**src/rtl/game_pkg.sv**
```systemverilog
// Shared phase encodings, counter widths and default timing for the paddle-and-ball game.
// Pure declarations; no logic, no latency, no flow control.
package game_pkg;

    typedef enum logic [2:0] {
        SERVE = 3'd0,
        PLAY  = 3'd1,
        PAUSE = 3'd2,
        LOST  = 3'd3,
        OVER  = 3'd4,
        WIN   = 3'd5
    } phase_e;

    localparam int SCORE_W = 8;
    localparam int LIVES_W = 2;

    localparam int DEF_STEP_DIV   = 3;
    localparam int DEF_LOST_TICKS = 20;
    localparam int DEF_LIVES      = 3;

endpackage

```
**src/rtl/game_sequencer_if.sv**
```systemverilog
// Button/ball-engine inputs and phase/status outputs of the game sequencer.
// Plain wires; the master drives the buttons and engine pulses, the slave drives status.
interface game_sequencer_if;
    import game_pkg::*;

    logic               throw;
    logic               pause;
    logic               ball_lost;
    logic               brick_hit;
    logic               all_cleared;
    logic               hold_ball;
    logic               step_en;
    logic [2:0]         phase;
    logic [LIVES_W-1:0] lives;
    logic [SCORE_W-1:0] score;
    logic               game_over;
    logic               win;

    modport master (
        output throw, pause, ball_lost, brick_hit, all_cleared,
        input  hold_ball, step_en, phase, lives, score, game_over, win
    );

    modport slave (
        input  throw, pause, ball_lost, brick_hit, all_cleared,
        output hold_ball, step_en, phase, lives, score, game_over, win
    );

endinterface

```
**src/rtl/btn_edge.sv**
```systemverilog
// Rising-edge detector for a debounced level button: rise is high while btn is high and was low last cycle.
// Edge is combinational from btn against one registered sample; no flow control.
module btn_edge (
    input  logic buttonclk,
    input  logic reset,
    input  logic btn,
    output logic rise
);

    logic btn_q;

    // Clearing the sample in reset lets a button held through reset yield one edge afterwards.
    always_ff @(posedge buttonclk) begin
        if (reset) begin
            btn_q <= 1'b0;
        end else begin
            btn_q <= btn;
        end
    end

    assign rise = btn & ~btn_q;

endmodule

```
**src/rtl/game_sequencer.sv**
```systemverilog
// Game-phase controller: serve/play/pause/lost/over/win sequencing, ball step pacing, lives and score.
// All outputs registered or decoded from registers (1-cycle input-to-output); no backpressure.
module game_sequencer
    import game_pkg::*;
#(
    parameter int STEP_DIV   = DEF_STEP_DIV,
    parameter int LOST_TICKS = DEF_LOST_TICKS,
    parameter int LIVES      = DEF_LIVES
) (
    input  logic            buttonclk,
    input  logic            reset,
    game_sequencer_if.slave bus
);

    localparam logic [3:0]         STEP_LAST  = 4'(STEP_DIV - 1);
    localparam logic [5:0]         LOST_LAST  = 6'(LOST_TICKS - 1);
    localparam logic [LIVES_W-1:0] LIVES_INIT = LIVES_W'(LIVES);
    localparam logic [LIVES_W-1:0] LIFE_ONE   = LIVES_W'(1);
    localparam logic [SCORE_W-1:0] SCORE_MAX  = {SCORE_W{1'b1}};

    phase_e             state_q, state_d;
    logic [LIVES_W-1:0] lives_q, lives_d;
    logic [SCORE_W-1:0] score_q, score_d;
    logic [3:0]         step_cnt_q, step_cnt_d;
    logic [5:0]         lost_cnt_q, lost_cnt_d;
    logic               step_en_q, step_en_d;
    logic               throw_e;
    logic               pause_e;

    btn_edge u_throw_edge (
        .buttonclk (buttonclk),
        .reset     (reset),
        .btn       (bus.throw),
        .rise      (throw_e)
    );

    btn_edge u_pause_edge (
        .buttonclk (buttonclk),
        .reset     (reset),
        .btn       (bus.pause),
        .rise      (pause_e)
    );

    always_ff @(posedge buttonclk) begin
        if (reset) begin
            state_q    <= SERVE;
            lives_q    <= LIVES_INIT;
            score_q    <= '0;
            step_cnt_q <= '0;
            lost_cnt_q <= '0;
            step_en_q  <= 1'b0;
        end else begin
            state_q    <= state_d;
            lives_q    <= lives_d;
            score_q    <= score_d;
            step_cnt_q <= step_cnt_d;
            lost_cnt_q <= lost_cnt_d;
            step_en_q  <= step_en_d;
        end
    end

    always_comb begin
        state_d    = state_q;
        lives_d    = lives_q;
        score_d    = score_q;
        step_cnt_d = step_cnt_q;
        lost_cnt_d = lost_cnt_q;
        step_en_d  = 1'b0;

        case (state_q)
            SERVE: begin
                if (throw_e) begin
                    state_d    = PLAY;
                    step_cnt_d = '0;
                end
            end
            PLAY: begin
                if (bus.brick_hit && (score_q != SCORE_MAX)) begin
                    score_d = score_q + 1'b1;
                end
                if (bus.all_cleared) begin
                    state_d = WIN;
                end else if (bus.ball_lost) begin
                    if (lives_q <= LIFE_ONE) begin
                        state_d = OVER;
                        lives_d = '0;
                    end else begin
                        state_d = LOST;
                        lives_d = lives_q - 1'b1;
                    end
                end else if (pause_e) begin
                    state_d = PAUSE;
                end else begin
                    // Only cycles that stay in PLAY advance pacing, so a pause never drops or adds a step.
                    step_en_d  = (step_cnt_q == STEP_LAST);
                    step_cnt_d = step_en_d ? 4'd0 : step_cnt_q + 4'd1;
                end
            end
            PAUSE: begin
                if (pause_e) begin
                    state_d = PLAY;
                end
            end
            LOST: begin
                if (lost_cnt_q == LOST_LAST) begin
                    state_d    = SERVE;
                    lost_cnt_d = '0;
                end else begin
                    lost_cnt_d = lost_cnt_q + 6'd1;
                end
            end
            OVER, WIN: begin
                if (throw_e) begin
                    state_d = SERVE;
                    lives_d = LIVES_INIT;
                    score_d = '0;
                end
            end
            default: begin
                state_d = SERVE;
            end
        endcase
    end

    assign bus.phase     = state_q;
    assign bus.hold_ball = (state_q == SERVE);
    assign bus.game_over = (state_q == OVER);
    assign bus.win       = (state_q == WIN);
    assign bus.step_en   = step_en_q;
    assign bus.lives     = lives_q;
    assign bus.score     = score_q;

endmodule

```
**src/flat_wrapper.sv**
```systemverilog
// flat-port wrapper written by rule: the top's interface ports become plain ports
module game_sequencer_flat import game_pkg::*;
#(
    parameter int STEP_DIV   = DEF_STEP_DIV,
    parameter int LOST_TICKS = DEF_LOST_TICKS,
    parameter int LIVES      = DEF_LIVES
)
  (buttonclk, reset, bus_throw, bus_pause, bus_ball_lost, bus_brick_hit, bus_all_cleared, bus_hold_ball, bus_step_en, bus_phase, bus_lives, bus_score, bus_game_over, bus_win);
  game_sequencer_if bus_i ();
  input  logic buttonclk;
  input  logic reset;
  input wire logic [$bits(bus_i.throw)-1:0] bus_throw;
  input wire logic [$bits(bus_i.pause)-1:0] bus_pause;
  input wire logic [$bits(bus_i.ball_lost)-1:0] bus_ball_lost;
  input wire logic [$bits(bus_i.brick_hit)-1:0] bus_brick_hit;
  input wire logic [$bits(bus_i.all_cleared)-1:0] bus_all_cleared;
  output wire logic [$bits(bus_i.hold_ball)-1:0] bus_hold_ball;
  output wire logic [$bits(bus_i.step_en)-1:0] bus_step_en;
  output wire logic [$bits(bus_i.phase)-1:0] bus_phase;
  output wire logic [$bits(bus_i.lives)-1:0] bus_lives;
  output wire logic [$bits(bus_i.score)-1:0] bus_score;
  output wire logic [$bits(bus_i.game_over)-1:0] bus_game_over;
  output wire logic [$bits(bus_i.win)-1:0] bus_win;
  assign bus_i.throw = bus_throw;
  assign bus_i.pause = bus_pause;
  assign bus_i.ball_lost = bus_ball_lost;
  assign bus_i.brick_hit = bus_brick_hit;
  assign bus_i.all_cleared = bus_all_cleared;
  assign bus_hold_ball = bus_i.hold_ball;
  assign bus_step_en = bus_i.step_en;
  assign bus_phase = bus_i.phase;
  assign bus_lives = bus_i.lives;
  assign bus_score = bus_i.score;
  assign bus_game_over = bus_i.game_over;
  assign bus_win = bus_i.win;
  game_sequencer #(.STEP_DIV(STEP_DIV), .LOST_TICKS(LOST_TICKS), .LIVES(LIVES)) u_core (.buttonclk(buttonclk), .reset(reset), .bus(bus_i));
endmodule
```
**config.mk**
```make
export PLATFORM = sky130hd
export DESIGN_NAME = game_sequencer_flat
export DESIGN_NICKNAME = d
export VERILOG_FILES = /design/src/rtl/game_pkg.sv /design/src/rtl/game_sequencer_if.sv /design/src/rtl/btn_edge.sv /design/src/rtl/game_sequencer.sv /design/src/flat_wrapper.sv
export SDC_FILE = /design/constraint.sdc
export NUM_CORES = 1
export LEC_CHECK = 0
export ABC_AREA = 1
export CAP_MARGIN = 10
export CORE_MARGIN = 2
export CORE_UTILIZATION = 57
export DETAILED_ROUTE_END_ITERATION = 12
export GPL_ROUTABILITY_DRIVEN = 0
export PLACE_DENSITY_LB_ADDON = 0.1
export SLEW_MARGIN = 15
export SYNTH_ARGS = -nofsm -noshare
export SYNTH_HDL_FRONTEND = slang
export SYNTH_HIERARCHICAL = 1
export SYNTH_SLANG_ARGS = --single-unit
```
**constraint.sdc**
```tcl
create_clock -name buttonclk -period 3.8 [get_ports buttonclk]
set_input_delay 0.38 -clock buttonclk [delete_from_list [all_inputs] [get_ports buttonclk]]
set_output_delay 0.38 -clock buttonclk [all_outputs]
set_load 0.05 [all_outputs]
```
=== Word level (Yosys, flattened, before mapping) ===
Cells that the tools add are included.

* Flip-flop bits (word level): 26
* Input port bits: 7
* Output and inout bits: 17

* Add/sub/neg operators: 4
* $lt $le $gt $ge: 1
* Eq/ne operators: 18
* Multiplexer cells: 24
* Bitwise logic cells: 5
* Reduce and logical (&&, ||, !) cells: 10

{| class="wikitable"
|+ Operator list
! cell !! count
|-
| 2-to-1 mux 3 bit || 8
|-
| 2-to-1 mux 4 bit || 5
|-
| 2-to-1 mux 8 bit || 2
|-
| case mux 8 bit (2 select lines) || 1
|-
| case mux 3 bit (5 select lines) || 1
|-
| inequality test 2 x 1 -> 1 bit, second input constant || 5
|-
| AND reduction 5 bit || 2
|-
| adder 8 x 1 -> 8 bit, second input constant || 1
|-
| 2-to-1 mux 2 bit || 4
|-
| inequality test 2 bit, second input constant || 4
|-
| inequality test 8 bit, second input constant || 1
|-
| case mux 4 bit (2 select lines) || 1
|-
| adder 6 x 1 -> 6 bit, second input constant || 1
|-
| equality test 3 x 2 -> 1 bit, second input constant || 2
|-
| equality test 3 bit, second input constant || 2
|-
| equality test 6 x 5 -> 1 bit, second input constant || 1
|-
| 2-to-1 mux 6 bit || 1
|-
| OR reduction 5 bit || 1
|-
| adder 4 x 1 -> 4 bit, second input constant || 1
|-
| equality test 4 x 2 -> 1 bit, second input constant || 1
|-
| inequality test 4 x 3 -> 1 bit, second input constant || 1
|-
| case mux 2 bit (2 select lines) || 1
|-
| AND reduction 4 bit || 1
|-
| nonzero test 2 bit || 2
|-
| 9 further kinds || 12
|}

=== Logic depth before layout (Yosys ltp) ===
Gate-level depths: netlist of the first run.

* Depth in word-level cells: 6
* Mapped depth: 11

=== Modules after synthesis ===
Netlist of the first run, hierarchy kept.

{| class="wikitable"
|+ Modules (own cells, without submodules)
! module !! instances !! cells an instance !! area each (um^2)
|-
| game_sequencer || 1 || 226 || 1436.4
|-
| btn_edge || 2 || 4 || 31.3
|}

=== Least setup slack after synthesis of the first run ===
OpenSTA, ideal clock, no wires.

* Path type: flip-flop to output port
* Start point: register u_core.state_q[2], in the netlist u_core/bus.phase[2]
* End point: output port bus_game_over
* Arrival time: 1648 ps
* Slack: 1772 ps
* Cell stages (with the launch flop): 3
* Path buffers: 0
* Path through: dfxtp_1 > nand2_2 > nor2_1

* Word-level cells in the longest chain between the ends: 1

{| class="wikitable"
|+ RTL lines
! element !! RTL line !! RTL
|-
| start, declared || game_sequencer.sv:21 || <nowiki>phase_e state_q, state_d;</nowiki>
|-
| start signal, assigned || game_sequencer.sv:53 || <nowiki>state_q <= state_d;</nowiki>
|-
| equality test 3 bit || game_sequencer.sv:127 || <nowiki>assign bus.game_over = (state_q == OVER);</nowiki>
|-
| end, declared || flat_wrapper.sv:22 || <nowiki>output wire logic [$bits(bus_i.game_over)-1:0] bus_game_over;</nowiki>
|}

Every way passes these cells.

=== Worst setup path in the final report of the first run ===
* Start point: register u_core.state_q[1], in the netlist u_core/bus.phase[1]
* End point: output port bus_win

* Word-level cells in the longest chain between the ends: 1

{| class="wikitable"
|+ RTL lines
! element !! RTL line !! RTL
|-
| equality test 3 bit || game_sequencer.sv:128 || <nowiki>assign bus.win = (state_q == WIN);</nowiki>
|-
| end, declared || flat_wrapper.sv:23 || <nowiki>output wire logic [$bits(bus_i.win)-1:0] bus_win;</nowiki>
|}

Every way passes these cells.

==> metrics, run 1 <==
run status=finished clean; Min Clock Period, post-route=2.35 ns; cell depth of the worst min-delay path=2; full die area=between 0.003 and 0.004 mm2; initial antenna violation count=0; Post-Synthesis Cells=about 230; internal power consumption=a little under 600 uW; area of the core region=about 0.0025 mm2; clock buffer depth=2; number of nets with antenna violations after detailed routing=0; max-cap violation count=0; area of the mapped netlist=approximately 0.0015 mm2; type of element capturing the critical path=output port; LEAKAGE=approximately 0.00077 uW; Avg Inst Size Synth=roughly 6.4 um2; most area-hungry cell type in the Yosys netlist=dfxtp_1; FF+latch area=between 500 and 600 um2; data required time of the worst path=around 3.4 ns; Peak supply drop=roughly 0.54 mV; number of levels the H-tree was split into=1; GRT Total Usage=between 20% and 30%; cts-stage hold buffer count=0; proportion of layout cells with a drive suffix above 1=under 10%; share of total power in the clock network=between 10% and 20%; proportion of synthesized chip area in sequential cells=a little over a third; clock latency at the later pin of the worst-skew pair=about 0.32 ns; Pwr Density=roughly 660 mW/mm2; length of the first detailed-routing pass in iterations=5; setup repair after global routing missed its margin=false; Adder-Cell Fraction of Synth Area=3.34%; final routed wirelength across all metal layers=3.18 mm; sequential power share=32.2%; flops & latches, synth=26; final-report max-slew violation count=0; number of CTS-inserted buffers=3; total grt overflow=0; TritonCTS sink count=26; Die Span X=55.3 um; multi-input combinational cell area=between 800 and 900 um2; number of I/O pins=24; leading post-synthesis cells by cell area=dfxtp_1 (35%), nand2_1 (15%), nor2_1 (11%), nand3_1 (8.7%), inv_1 (6.8%); Min-Delay Path Class=reg2reg; final standard cell utilization of the core=71.5%; antenna cells=0; vias in the first global route=~1,300; NumNets Final=about 270; average wire per cell in the routed design=11.1 um; Worst R2R Setup Slack=between 1.5 and 2 ns; Max Fanout on Critical Path=10; CTS Root Buffer Type=clkbuf_4; net switching power=about 590 uW; # DRC=0; Area growth syn-to-layout=18.2%; clock tree from TritonCTS=built; number of warnings printed during yosys synthesis=6; post-detailed-placement half-perimeter wirelength=between 2 and 2.5 mm; simple-gate share of the synthesized area=between 40% and 50%; maximum number of pins on one net before global-route repair=15; fillers=approximately 230; Worst-path clk slew=roughly 0.14 ns; setup violators final=0; max-slew headroom at the worst pin=around 60%; Distinct cells, synth=28; synthesized-area fraction occupied by ao, oa, aoi and oai cells=about 8.4%; Setup Buffers After CTS=0; Hold Path End=u_core/step_cnt_q[3]; startpoint of the worst register-to-register path=u_core/bus.score[0]; start-to-end type of the worst setup path=reg2out; initial core utilization=60.5%; mux cell area share after synthesis=0%; xor and xnor area share after synthesis=under 10%; total via count in the routed design=about 1,500; tightest hold margin=around 0.51 ns; combinational power share=55.9%; per-cell via count in the routed design=5.18; height of the chip=~55 um; area share of the largest cell type after synthesis=34.7%; Std-Cell Rows=18; summed negative setup slack over all endpoints=0 ns; combinational family with the most area after synthesis=simple AND/OR/NAND/NOR gates; post-route fraction of the period consumed by the critical path=about three fifths; count of buffers inserted at the top-level ports=23; path depth of the worst reg2reg path=10; Worst-Margin Slew=0.579 ns; Worst Clk Skew=0.00512 ns; switching portion of total power=about half; count of cells resized by post-cts repair=0; origin of the worst min-delay path=u_core/step_cnt_q[3]; Hold Vio Cnt, Final=0; First DRT Iteration DRCs=66; Post-Synthesis Net Count=roughly 250; upper clock frequency limit=426 MHz; arrival time worst endpoint=around 2 ns; endpoint of the most critical register-to-register path=u_core/bus.lives[1]; global-route wire length before repair=~5.5 mm; category of the worst setup path launch point=flip-flop
==> kinds of logic (layout without fill, tap and decap cells) <==
| group | count (synthesis) | in the layout |
|---|---|---|
| AO/OA/AOI/OAI | 23 | 23 |
| XOR/XNOR | 2 | 2 |
| adder cells (fa/ha/maj) | 4 | 4 |
| buffers and inverters | 34 | 57 |
| flip-flops | 26 | 26 |
| AND/OR/NAND/NOR | 145 | 145 |
==> sequential cells by signal, summed over array words and instances, names as in the netlist <==
register and cells:
u_core/lost_cnt_q 6, u_core/bus.phase 3, u_core/bus.lives 2, u_core/u_pause_edge/btn_q 1, u_core/step_cnt_q 4, u_core/bus.score 8, u_core/u_throw_edge/btn_q 1, u_core/bus.step_en 1
==> worst max-delay path by stage <==
stage | startpoint | slack [ns] | endpoint | depth (start not counted)
2_1_floorplan | u_core/bus.phase[2] | 1.77 | bus_game_over | 2
3_3_place_gp | bus_throw | 1.69 | u_core/bus.lives[1] | 9
3_5_place_dp | bus_throw | 1.66 | u_core/bus.lives[1] | 9
4_1_cts | u_core/bus.phase[1] | 1.43 | bus_win | 4
5_1_grt | u_core/bus.phase[2] | 1.35 | bus_hold_ball | 4
6_report | u_core/bus.phase[1] | 1.45 | bus_win | 4
==> cell usage after synthesis <==
cell type and count:
nand2_1 59, nor2_1 44, inv_1 27, dfxtp_1 26, nand3_1 26, a21oi_1 12
o21ai_0 6, ha_1 4, inv_2 3, nand4_1 3, nor2_2 3, nor3_1 3
buf_6 2, nand2_2 2, a21o_1 1, a21oi_2 1, buf_2 1, clkbuf_1 1
nand2_4 1, nand3_4 1, nor3_4 1, nor3b_1 1, o211ai_1 1, o21ai_1 1
o21bai_1 1, or2_2 1, xnor2_1 1, xor2_1 1
==> layout by cell type, fill, tap and decap left out <==
master           Yosys  routed
o21ai_0              6       6
nand3_4              1       1
o211ai_1             1       1
nand4_1              3       3
clkbuf_4             0       3
xor2_1               1       1
clkdlybuf4s50_1      0      23
nor2_2               3       3
or2_2                1       1
o21ai_1              1       1
nor2_1              44      44
o21bai_1             1       1
nor3b_1              1       1
inv_2                3       3
ha_1                 4       4
xnor2_1              1       1
nor3_4               1       1
nand3_1             26      26
dfxtp_1             26      26
a21o_1               1       1
nor3_1               3       3
a21oi_2              1       1
inv_1               27      27
nand2_2              2       2
nand2_1             59      59
a21oi_1             12      12
nand2_4              1       1
clkbuf_8             0       1
==> per-layer routing <==
| metal | vias up | routed length [um] | GRT usage [%] |
|---|---|---|---|
| li1 | 793 | - | - |
| met1 | 652 | 1530 | 30.1 |
| met2 | 37 | 1480 | 35.5 |
| met3 | 4 | 141 | 3.51 |
| met4 | 0 | 25 | 6.27 |
| met5 | - | 0 | 0 |
==> area by class of cell <==
cell class / instances / share of cell area, %
Multi-Input combinational cell: 174 / 47.1
Tap cell: 30 / 2.12
Timing Repair Buffer: 23 / 13.0
Sequential cell: 26 / 29.4
Clock buffer: 4 / 2.05
Inverter: 30 / 6.36
==> power by group through the flow <==
stage | Combinational (uW) | Sequential, uW | Clock [uW]
finish | 654 | 377 | 139
global placement | 639 | 381 | 0
CTS | 652 | 377 | 145
floorplan | 376 | 502 | 0
global route | 726 | 386 | 156
detailed placement | 646 | 383 | 0
==> critical path, stage by stage, from the launching register on <==
cell	delay (ns)
dfxtp_1	0.36
inv_2	0.15
nand2_2	0.18
nor2_1	0.14
clkdlybuf4s50_1	0.81
==> stage by stage <==
stage                     area, um2  std cells  worst slack, ns  total power [uW]
after floorplan                1500        234             1.77               878
after global placement         1740        283             1.69              1020
after detailed placement       1740        283             1.66              1030
after CTS                      1770        287             1.43              1170
after global routing           1770        287             1.35              1270
final                          1770        287             1.45              1170
No activity file was read; power rests on OpenSTA's default activity.
==> run 2, diff against run 1 <==
Settings changed: CORE_UTILIZATION 57 to 47.
Clock period 3.8 ns to 2 ns, I/O delays scaled along.
==> metrics, run 2 (synthesized netlist as in run 1, its figures left out) <==
Max stage delay cell, worst path=clkdlybuf4s50_1 (unchanged); Hold Path End=u_core/u_throw_edge/btn_q (was u_core/step_cnt_q[3]); initial antenna violation count=0 (unchanged); final routed wirelength across all metal layers=3.11 mm (was 3.18 mm); setup violators final=0 (unchanged); total grt overflow=0 (unchanged); Die Span X=60.5 um (was 55.3 um); LEAKAGE=0.000789 uW (was 0.000770 uW); Largest register FFs=8 (unchanged); number of CTS-inserted buffers=3 (unchanged); top cell family by delay on the critical path=buffers and inverters (unchanged); TritonCTS sink count=26 (unchanged); NumNets Final=272 (was 269); run status=finished clean (unchanged); count of cells resized by post-cts repair=0 (unchanged); most frequent standard cell in the layout excluding fill and tap cells=nand2_1 (unchanged); most frequent cells in the layout=nand2_1 (59), nor2_1 (44), inv_1 (27) (unchanged); count of buffers inserted at the top-level ports=23 (unchanged); initial core utilization=49.1% (was 60.5%); fillers=307 (was 228); Area growth syn-to-layout=20.4% (was 18.2%); area of the core region=0.00305 mm2 (was 0.00248 mm2); type of element capturing the critical path=output port (unchanged); proportion of layout cells with a drive suffix above 1=8.85% (was 6.61%); Worst R2R Setup Slack=0.42 ns (was 1.98 ns); full die area=0.00366 mm2 (was 0.00306 mm2); number of nets with antenna violations after detailed routing=0 (unchanged); Min Clock Period, post-route=about 1.9 ns; Worst-Margin Slew=0.500 ns (was 0.579 ns); max-cap violation count=0 (unchanged); # DRC=0 (unchanged); final-report max-slew violation count=0 (unchanged); Min-Delay Path Class=in2reg (was reg2reg); Std-Cell Rows=20 (was 18); post-route fraction of the period consumed by the critical path=around 94%; max-slew headroom at the worst pin=66.5% (was 61.4%); Worst-path clk slew=0.15 ns (was 0.14 ns); path depth of the worst reg2reg path=10 (unchanged); number of levels the H-tree was split into=1 (unchanged); Hold Vio Cnt, Final=0 (unchanged); list of cells traversed by the critical path=clkdlybuf4s50_1 (was inv_2, nand2_2, nor2_1, clkdlybuf4s50_1); Max Fanout on Critical Path=8 (was 10); height of the chip=60.5 um (was 55.3 um); summed negative setup slack over all endpoints=0 ns (unchanged); start-to-end type of the worst setup path=reg2out (unchanged); upper clock frequency limit=about 530 MHz; First DRT Iteration DRCs=78 (was 66); buffering stage count on the worst path with inverters included=1 (was 2); antenna cells=0 (unchanged); cell depth of the worst min-delay path=3 (was 2); worst stage delay on the critical path=0.86 ns (was 0.81 ns); cts-stage hold buffer count=0 (unchanged); arrival time worst endpoint=1.68 ns (was 1.97 ns); clock tree from TritonCTS=built (unchanged); per-cell via count in the routed design=4.81 (was 5.18); CTS Root Buffer Type=clkbuf_4 (unchanged); Peak supply drop=0.615 mV (was 0.541 mV); GRT Total Usage=18.4% (was 21.9%); startpoint of the worst register-to-register path=u_core/bus.score[0] (unchanged); category of the worst setup path launch point=flip-flop (unchanged); final standard cell utilization of the core=59.1% (was 71.5%); clock latency at the later pin of the worst-skew pair=0.32 ns (about the same); total via count in the routed design=1,463 (was 1,486); setup repair after global routing missed its margin=false (unchanged); post-detailed-placement half-perimeter wirelength=2.29 mm (was 2.30 mm); Setup Buffers After CTS=0 (unchanged); endpoint of the most critical register-to-register path=u_core/bus.score[1] (was u_core/bus.lives[1]); clock buffer depth=2 (unchanged); data required time of the worst path=1.80 ns (was 3.42 ns); origin of the worst min-delay path=bus_throw (was u_core/step_cnt_q[3]); maximum number of pins on one net before global-route repair=15 (unchanged); vias in the first global route=1,169 (was 1,269); length of the first detailed-routing pass in iterations=4 (was 5); global-route wire length before repair=5.14 mm (was 5.51 mm); average wire per cell in the routed design=10.2 um (was 11.1 um); Worst Clk Skew=0.00724 ns (was 0.00512 ns); number of I/O pins=24 (unchanged); Pwr Density=1240 mW/mm2 (was 661 mW/mm2)
## run 2: through the flow
step                power, uW  hold WS [ns]  std cells  setup WS (ns)  area (um2)
global placement         1980         0.491        300          0.315        1770
CTS                      2260         0.388        304          0.109        1800
detailed placement       1980         0.489        300          0.306        1770
floorplan                1670         0.272        234          0.152        1500
global route             2420         0.387        304         0.0485        1800
finish                   2240         0.404        304          0.122        1800
## run 2: layout make-up
class | instances | area (um2) | share of cell area, %
clock buffers | 4 | 36.3 | 2.01
multi-input cells | 174 | 835 | 46.3
well taps | 44 | 55.1 | 3.05
inverters | 30 | 113 | 6.24
repair buffers | 26 | 245 | 13.6
flip-flops and latches | 26 | 520 | 28.8
## run 2: routing by layer
layer / global-route usage, % / wire, um
met5: 0 / 0
met1: 26.8 / 1610
met4: 4.66 / 24
met3: 2.99 / 137
met2: 28.4 / 1340
## run 2: worst max path at each step
| stage | from | end | slack, ns | depth (start not counted) |
|---|---|---|---|---|
| 6_report | u_core/bus.score[2] | bus_score[2] | 0.12 | 1 |
| 5_1_grt | u_core/bus.score[2] | bus_score[2] | 0.05 | 1 |
| 4_1_cts | u_core/bus.score[2] | bus_score[2] | 0.11 | 1 |
| 3_5_place_dp | bus_throw | u_core/bus.score[5] | 0.31 | 10 |
| 3_3_place_gp | bus_throw | u_core/bus.score[2] | 0.32 | 8 |
| 2_1_floorplan | u_core/bus.phase[2] | bus_game_over | 0.15 | 2 |
## run 2: report_power, final
part / internal [uW] / switching (uW) / leakage [uW]
Combinational: 401 / 860 / 0.000557
Clock: 111 / 160 / 0.0000210
Sequential: 608 / 105 / 0.000212
==> run 3, diff against run 2 <==
Settings changed: SKIP_LAST_GASP from default to 1, SLEW_MARGIN 15 to 25.
==> results of run 3 <==
No change in the layout: final DEF, timing and power equal those of run 2.
